[src/rtl/melody_player.sv]
// rtl/melody_player.sv - note-table melody sequencer with built-in PWM tone generator
module melody_player #(
  parameter int unsigned CLK_FREQ    = 50_000_000,
  parameter int unsigned NUM_NOTES   = 32,
  parameter int unsigned ADDR_W      = 5,
  parameter int unsigned BEAT_CYCLES = 12_500_000,
  parameter int unsigned GAP_CYCLES  = 500_000
) (
  input  logic              clk,
  input  logic              rst,
  input  logic              wr_en,
  input  logic [ADDR_W-1:0] wr_addr,
  input  logic [15:0]       wr_data,
  input  logic [ADDR_W-1:0] last_idx,
  input  logic              start,
  input  logic              stop,
  input  logic              pause,
  input  logic              loop,
  input  logic [6:0]        volume,
  output logic              music,
  output logic              busy,
  output logic [ADDR_W-1:0] note_idx,
  output logic              done
);

  typedef enum logic [1:0] {S_IDLE, S_LOAD, S_PLAY, S_GAP} state_t;

  localparam logic [31:0]       DIVIDEND = 32'(CLK_FREQ);
  localparam logic [ADDR_W-1:0] MAX_IDX  = ADDR_W'(NUM_NOTES - 1);
  localparam logic [35:0]       BEAT_LEN = 36'(BEAT_CYCLES);
  localparam logic [31:0]       GAP_LAST = 32'(GAP_CYCLES - 1);

  logic [15:0] table_q [NUM_NOTES];

  state_t            state_q, state_d;
  logic [ADDR_W-1:0] idx_q, idx_d, last_q, last_d;
  logic [5:0]        lc_q, lc_d;
  logic [11:0]       freq_q, freq_d;
  logic [3:0]        beats_q, beats_d;
  logic [6:0]        vol_q, vol_d;
  logic [11:0]       rem_q, rem_d;
  logic [31:0]       quo_q, quo_d;
  logic [31:0]       high_q, high_d;
  logic [35:0]       dur_q, dur_d, dur_cnt_q, dur_cnt_d;
  logic [31:0]       phase_q, phase_d, gap_cnt_q, gap_cnt_d;
  logic              music_q, music_d, busy_q, busy_d, done_q, done_d;

  logic [15:0] entry;
  logic [12:0] rem_shift, div_ext;
  logic [4:0]  beats_ext;
  logic        hold;

  always_ff @(posedge clk) begin
    if (wr_en && (32'(wr_addr) < NUM_NOTES)) table_q[wr_addr] <= wr_data;
  end

  always_comb begin
    state_d   = state_q;
    idx_d     = idx_q;
    last_d    = last_q;
    lc_d      = lc_q;
    freq_d    = freq_q;
    beats_d   = beats_q;
    vol_d     = vol_q;
    rem_d     = rem_q;
    quo_d     = quo_q;
    high_d    = high_q;
    dur_d     = dur_q;
    dur_cnt_d = dur_cnt_q;
    phase_d   = phase_q;
    gap_cnt_d = gap_cnt_q;
    done_d    = 1'b0;
    entry     = table_q[idx_q];
    rem_shift = {rem_q, quo_q[31]};
    div_ext   = {1'b0, freq_q};
    beats_ext = (beats_q == 4'd0) ? 5'd16 : {1'b0, beats_q};
    hold      = pause && ((state_q == S_PLAY) || (state_q == S_GAP));

    case (state_q)
      S_LOAD: begin
        lc_d = lc_q + 6'd1;
        if (lc_q == 6'd0) begin
          freq_d  = entry[15:4];
          beats_d = entry[3:0];
          vol_d   = volume;
          rem_d   = 12'd0;
          quo_d   = DIVIDEND;
        end else if (lc_q <= 6'd32) begin
          // One restoring-division step per cycle; a rest leaves the divider idle.
          if (freq_q != 12'd0) begin
            if (rem_shift >= div_ext) begin
              rem_d = 12'(rem_shift - div_ext);
              quo_d = {quo_q[30:0], 1'b1};
            end else begin
              rem_d = rem_shift[11:0];
              quo_d = {quo_q[30:0], 1'b0};
            end
          end
        end else begin
          high_d    = 32'((40'(quo_q) * 40'(vol_q)) >> 7);
          dur_d     = 36'(beats_ext) * BEAT_LEN;
          dur_cnt_d = 36'd0;
          phase_d   = 32'd0;
          lc_d      = 6'd0;
          state_d   = S_PLAY;
        end
      end
      S_PLAY: begin
        if (!hold) begin
          if (dur_cnt_q == dur_q - 36'd1) begin
            state_d   = S_GAP;
            phase_d   = 32'd0;
            gap_cnt_d = 32'd0;
          end else begin
            dur_cnt_d = dur_cnt_q + 36'd1;
            phase_d   = (phase_q == quo_q - 32'd1) ? 32'd0 : phase_q + 32'd1;
          end
        end
      end
      S_GAP: begin
        if (!hold) begin
          if (gap_cnt_q == GAP_LAST) begin
            lc_d = 6'd0;
            if (idx_q < last_q) begin
              idx_d   = idx_q + ADDR_W'(1);
              state_d = S_LOAD;
            end else if (loop) begin
              idx_d   = '0;
              state_d = S_LOAD;
            end else begin
              state_d = S_IDLE;
              done_d  = 1'b1;
            end
          end else begin
            gap_cnt_d = gap_cnt_q + 32'd1;
          end
        end
      end
      default: ;
    endcase

    if (start) begin
      state_d = S_LOAD;
      idx_d   = '0;
      lc_d    = 6'd0;
      last_d  = (last_idx > MAX_IDX) ? MAX_IDX : last_idx;
      done_d  = 1'b0;
    end
    if (stop) begin
      state_d = S_IDLE;
      lc_d    = 6'd0;
      done_d  = 1'b0;
    end

    busy_d  = (state_d != S_IDLE);
    music_d = (state_d == S_PLAY) && (state_q != S_IDLE) && !(pause && state_q == S_PLAY) &&
              (freq_d != 12'd0) && (phase_d < high_d);
  end

  always_ff @(posedge clk) begin
    if (!rst) begin
      state_q   <= S_IDLE;
      idx_q     <= '0;
      last_q    <= '0;
      lc_q      <= 6'd0;
      freq_q    <= 12'd0;
      beats_q   <= 4'd0;
      vol_q     <= 7'd0;
      rem_q     <= 12'd0;
      quo_q     <= 32'd0;
      high_q    <= 32'd0;
      dur_q     <= 36'd0;
      dur_cnt_q <= 36'd0;
      phase_q   <= 32'd0;
      gap_cnt_q <= 32'd0;
      music_q   <= 1'b0;
      busy_q    <= 1'b0;
      done_q    <= 1'b0;
    end else begin
      state_q   <= state_d;
      idx_q     <= idx_d;
      last_q    <= last_d;
      lc_q      <= lc_d;
      freq_q    <= freq_d;
      beats_q   <= beats_d;
      vol_q     <= vol_d;
      rem_q     <= rem_d;
      quo_q     <= quo_d;
      high_q    <= high_d;
      dur_q     <= dur_d;
      dur_cnt_q <= dur_cnt_d;
      phase_q   <= phase_d;
      gap_cnt_q <= gap_cnt_d;
      music_q   <= music_d;
      busy_q    <= busy_d;
      done_q    <= done_d;
    end
  end

  assign music    = music_q;
  assign busy     = busy_q;
  assign done     = done_q;
  assign note_idx = idx_q;

endmodule

[config.mk]
export PLATFORM = sky130hd
export DESIGN_NAME = melody_player
export DESIGN_NICKNAME = d
export VERILOG_FILES = /design/src/rtl/melody_player.sv
export SDC_FILE = /design/constraint.sdc
export NUM_CORES = 2
export LEC_CHECK = 0
export ABC_AREA = 0
export CORE_ASPECT_RATIO = 0.9
export CORE_MARGIN = 1.5
export CORE_UTILIZATION = 35
export DETAILED_ROUTE_END_ITERATION = 8
export PLACE_DENSITY = 0.56
export SETUP_SLACK_MARGIN = 0.3
export SLEW_MARGIN = 20
export SYNTH_ARGS = -nofsm -noshare
export SYNTH_HDL_FRONTEND = slang
export SYNTH_SLANG_ARGS = --single-unit
[constraint.sdc]
create_clock -name clk -period 9.2 [get_ports clk]
set_clock_uncertainty 0.1 [all_clocks]
set_input_delay 1.84 -clock clk [delete_from_list [all_inputs] [get_ports clk]]
set_output_delay 1.84 -clock clk [all_outputs]
set_load 0.02 [all_outputs]
---- Word-level counts from Yosys, hierarchy flattened ----
Memory sizes are Yosys's and may differ from the RTL's. A register that Yosys moved wholly into a read port is not among the register bits.
Cells that the tools add are included.
storage, ports and cells
  memories kept ........................... 1
  input bits .............................. 40
  logic and storage cells ................. 138
  bits in latches ......................... 0
  bits in writable memories ............... 512
  output and inout bits ................... 8
  flip-flop bits (word level) ............. 244
  bits in read-only memories .............. 0
cells by class
  shift operators ......................... 0
  reductions and logical operators ........ 30
  order comparisons ....................... 5
  divide/modulo/power cells ............... 0
  muxes and demuxes ....................... 54
  multipliers ............................. 2
  equal/unequal tests ..................... 15
  $add $sub $neg .......................... 8
  bitwise logic cells ..................... 6
memories
  name     depth  width  rd ports  clocked after memory_dff  wr ports  line  RTL
  table_q  32     16     1         1                         1         33    logic [15:0] table_q [NUM_NOTES];
operators by type and width
  cell                                                                      number
  32-bit 2-to-1 mux                                                         15
  36-bit 2-to-1 mux                                                         4
  32-bit one-hot mux with 2 select lines                                    2
  12-bit 2-to-1 mux                                                         6
  36-bit one-hot mux with 2 select lines                                    1
  32-bit by 1-bit adder with 32-bit output (second input constant)          2
  32-bit by 7-bit multiplier with 39-bit output                             1
  36-bit by 1-bit adder with 36-bit output (second input constant)          1
  36-bit equality test                                                      1
  32-bit by 19-bit equality test with 1-bit output (second input constant)  1
  32-bit equality test                                                      1
  32-bit less-than comparator                                               1
  32-bit by 1-bit subtractor with 32-bit output (second input constant)     1
  5-bit 2-to-1 mux                                                          6
  29-bit by 1-bit subtractor with 30-bit output (second input constant)     1
  5-bit by 19-bit multiplier with 24-bit output (second input constant)     1
  6-bit 2-to-1 mux                                                          4
  12-bit nonzero test                                                       2
  2-bit 2-to-1 mux                                                          8
  2-bit nonzero test                                                        8
  13-bit by 12-bit >= comparator with 1-bit output                          1
  2-bit inequality test (second input constant)                             6
  6-bit one-hot mux with 2 select lines                                     1
  12-bit subtractor                                                         1
  other kinds (23)                                                          44

---- Depth between registers and ports, before layout ----
  word-level depth ........................ 12
  mapped depth ............................ 29
  depth with buffers taken out ............ 27

---- Least setup slack after synthesis ----
No wires, ideal clock.
  path type ............................... flip-flop to flip-flop
  from .................................... reg vol_q[6]
  to ...................................... reg music_q, in the netlist music
  arrival ................................. 6.946 ns
  slack ................................... 2.069 ns
  period minus slack after synthesis ...... 7.131 ns
  library setup time ...................... 0.086 ns
  data required time ...................... 9.014 ns
  buffers on the path ..................... 1
  cell stages (with the launch flop) ...... 27
  cells stage by stage .................... dfxtp_1 -> clkbuf_1 -> and2_1 -> fa_1 -> fa_1 -> fa_1 -> inv_1 -> fa_1 -> inv_1 -> ha_1 -> a21oi_1 -> o21ai_0 -> o21a_1 -> a2111o_1 -> a2111oi_0 -> nor2_1 -> o21ai_0 -> mux2i_1 -> and2_1 -> ha_1 -> a21o_1 -> a21o_1 -> a21oi_1 -> o2111a_1 -> o211ai_1 -> a211o_1 -> a211oi_1
between the ends
  word-level cells in the longest chain between the ends .. 6
ends and longest elaborated chain
  element                                        line  RTL
  from (decl)                                    40    logic [6:0] vol_q, vol_d;
  from (signal assigned)                         186   vol_q <= vol_d;
  32-bit by 7-bit multiplier with 39-bit output  100   high_d = 32'((40'(quo_q) * 40'(vol_q)) >> 7);
  32-bit 2-to-1 mux                              88    end else if (lc_q <= 6'd32) begin
  32-bit 2-to-1 mux                              82    if (lc_q == 6'd0) begin
  32-bit 2-to-1 mux                              79    case (state_q)
  32-bit less-than comparator                    157   (freq_d != 12'd0) && (phase_d < high_d);
  1-bit logical AND                              157
  to (signal assigned)                           194   music_q <= music_d;
  to (decl)                                      46    logic music_q, music_d, busy_q, busy_d, done_q, done_d;
No other way between the ends.
A chain may end at the register's enable or synchronous reset.

---- Worst setup path after layout ----
  from .................................... reg vol_q[1]
  to ...................................... reg music_q, in the netlist music
The elaborated chain is that of the path after synthesis.

==> flow_summary.ini <==
[sta]
slew_viol_final = 0
period_needed_ps = 7930
fmaxAchievable_ghz = 0.126
post-route-period-util_pct = 86.2
setup_viol = 0
max-slew-margin-rel_pct = 28.4
hold_viol_final = 0
rsz0062_at_grt = no
finalSetupTns_ps = 0
worstMarginPinSlew_ps = 1070
setup_ws_ps = 1270

[synth]
yosys-mux-area-fraction_pct = 8.87
synth_nets = 4075
synthFlopType = edfxtp_1
yosysWarnings = 0
synth_compound_gate_area_share_pct = 9.67
syn_avg_cell_area_um2 = 11.4
synth-async-reset-ratio_pct = 0
yosysSeqAreaShare_pct = 47.7
synth-edff-count = 512
ys_top_cells_by_count = edfxtp_1, nand2_1, dfxtp_1
ys_ff_latch = 760
yosysMostFrequentCell = edfxtp_1
synth.largest_area_cell = edfxtp_1
synth_area_leaders = edfxtp_1, dfxtp_1, fa_1, mux4_2, ha_1
synth_top_area_share_pct = 36.1
synth_top_family_by_area = simple AND/OR/NAND/NOR gates
syn_inst = 3733
synth_fa_ha_area_share_pct = 11.7
synth-xor-area-share_pct = 2.74
netlist_area_um2 = 42600
ys_types = 91
synth-simple-area-share_pct = 15.2

[drt]
drt-initial-drc-count = 2376
dr_total_vias = 29100
routed_wl_mm = 111
viasPerCell = 5.42
wl_per_cell_um = 20.6
drt_pass1_iterations = 5
drtAntennaViolNets = 0
drc = 0

[final_layout]
drive_gt1_share_pct = 11.0
n_antenna_cell = 0
areaGrowthSynthToFinish_pct = 11.3
final_cells = 5376
fin_nets = 4057

[hold_path]
whs_path_depth = 2
holdCritPathClass = reg -> reg

[clock_network]
ctsHoldBuffers = 0
clockBufferDepth = 3
cts_tree = built
numCtsBuffers = 81
cts.clk_slew.worst_paths_ps = 60
cts_resized = 0
root_buffer = clkbuf_16
postCtsSetupBuffers = 0
htree_levels = 3
insertion_delay_ps = 680
cts_num_sinks = 760

[setup_path]
ff2ff_path_depth = 27
cp_top_family = compound AO/OA/AOI/OAI gates
cpMostUsedCell = fa_1
path_buf_inv = 4
cp-end-kind = register
regToRegSetupSlack_ps = 1270
crit_type = reg -> reg
critPathMaxFanout = 19
crit_path_top_delay_cell = dfxtp_1
cp_data_arrival_time_ps = 8400
worst_setup_path_start_kind = register
max_stage_delay_ps = 590
cp_num_cells = 27
required_ps = 9670

[pwr]
p_per_area_nw_per_um2 = 153
vdd_ir_drop_max_mv = 0.172
p_leak_nw = 17.0

[floorplanning]
die_y_um = 334
start_util_pct = 35.3
coreArea_um2 = 121000
die_w_um = 371
std_cell_rows = 121
io_pins = 48
dieArea_um2 = 124000

[global_routing]
grt_antenna_before_repair = 4
grt_overflow = 0
grt.total_usage_pct = 17.9
grt_first_pass_wirelength_mm = 173
grt_pass1_vias = 28800
grt_max_degree = 100

[outcome]
status = finished clean

[placement]
io_buffers = 47
place_congestion = 0.860
post-place-ws_ps = 1420
place_hpwl_mm = 75.3
dp_cells = 5231

[flow_run]
drv_cap = 0
[final timing paths]
kind	startpoint	end
worst max-delay path	vol_q[1]	music
worst min-delay path	high_q[10]	high_q[10]
worst min register to register	high_q[10]	high_q[10]
worst max register to register	vol_q[1]	music
[metal layers]
metal | routed length, µm | global-route usage, %
met5 | 10 | 0
met2 | 50100 | 27.9
met4 | 1870 | 3.73
met3 | 6450 | 3.55
met1 | 52100 | 25.8
[cell families after synthesis]
kind of cell / after synthesis
compound gates: 627
xor+xnor: 132
other cells: 2
mux: 205
fa+ha+maj: 303
simple gates: 1252
buf+inv: 452
flops: 760
[power by group]
group	internal, mW	switching (mW)	total, mW
Clock	1.81	1.41	3.22
Sequential	3.68	0.0191	3.70
Combinational	0.120	0.231	0.351
Total	5.61	1.66	7.27
[tightest hold or removal path: cells and delay by family, from the launching register on]
kind | cells | cell delay, ps
AOI/OAI and AO/OA | 1 | 60
DFF | 1 | 300
and+or+nand+nor | 1 | 60
[stage by stage]
step | area (µm²) | utilization [%] | hold slack, ps | total power, mW
floorplan | 42600 | - | 344 | 3.98
global placement | 44900 | 37.2 | 354 | 4.12
detailed placement | 44900 | 37.2 | 366 | 4.12
CTS | 47500 | 39.3 | 374 | 7.35
global route | 47400 | 39.3 | 386 | 7.51
finish | 47400 | 39.3 | 374 | 7.27
[final cells by class]
type                       count  area, µm²
timing repair buffer         128       1030
inverter                     223        840
sequential                   760      20300
clock buffer                 112       2210
clock inverter                33        393
multi-input combinational   2521      20600
tap                         1599       2000
fill                       11600      73400
[layout by cell type (no fill, tap or decap), types with 17 or more instances in the layout]
cell type        synthesis  layout
nor2b_1                 25      23
a31oi_1                 49      49
clkbuf_16                0      83
nor2_1                 241     224
o21ai_0                 98      96
o31ai_1                 21      21
nand3_1                116     115
nand2b_1                19      19
and2_1                 196     196
clkdlybuf4s50_1          0      34
a21o_1                  33      33
ha_1                   144     144
dfxtp_1                248     245
nand4_1                 60      60
a22oi_1                 30      30
o211ai_1                29      29
nand2_1                290     289
nor3_1                  64      64
a211oi_1                33      33
or3_1                   41      41
a21oi_1                176     176
a41oi_1                 21      21
mux2i_1                 58      58
and3_1                  44      43
buf_4                    0      80
inv_1                  222     222
edfxtp_1               512     512
fa_1                   158     158
clkbuf_1               188      25
nor2_2                   0      17
xnor2_1                 88      88
or4_1                   33      33
mux4_2                 137     137
xor2_1                  43      43
nor4_1                  49      49
[state kept, by name (all words and copies together) (netlist names), 2 cells and up, named ones only]
register,cells
table_q,512
dur_cnt_q,36
gap_cnt_q,32
high_q,32
phase_q,32
quo_q,32
dur_q,23
freq_q,12
rem_q,12
vol_q,7
lc_q,6
last_q,5
note_idx,5
beats_q,4
state_q,2
Power figures use the tool's default switching activity.
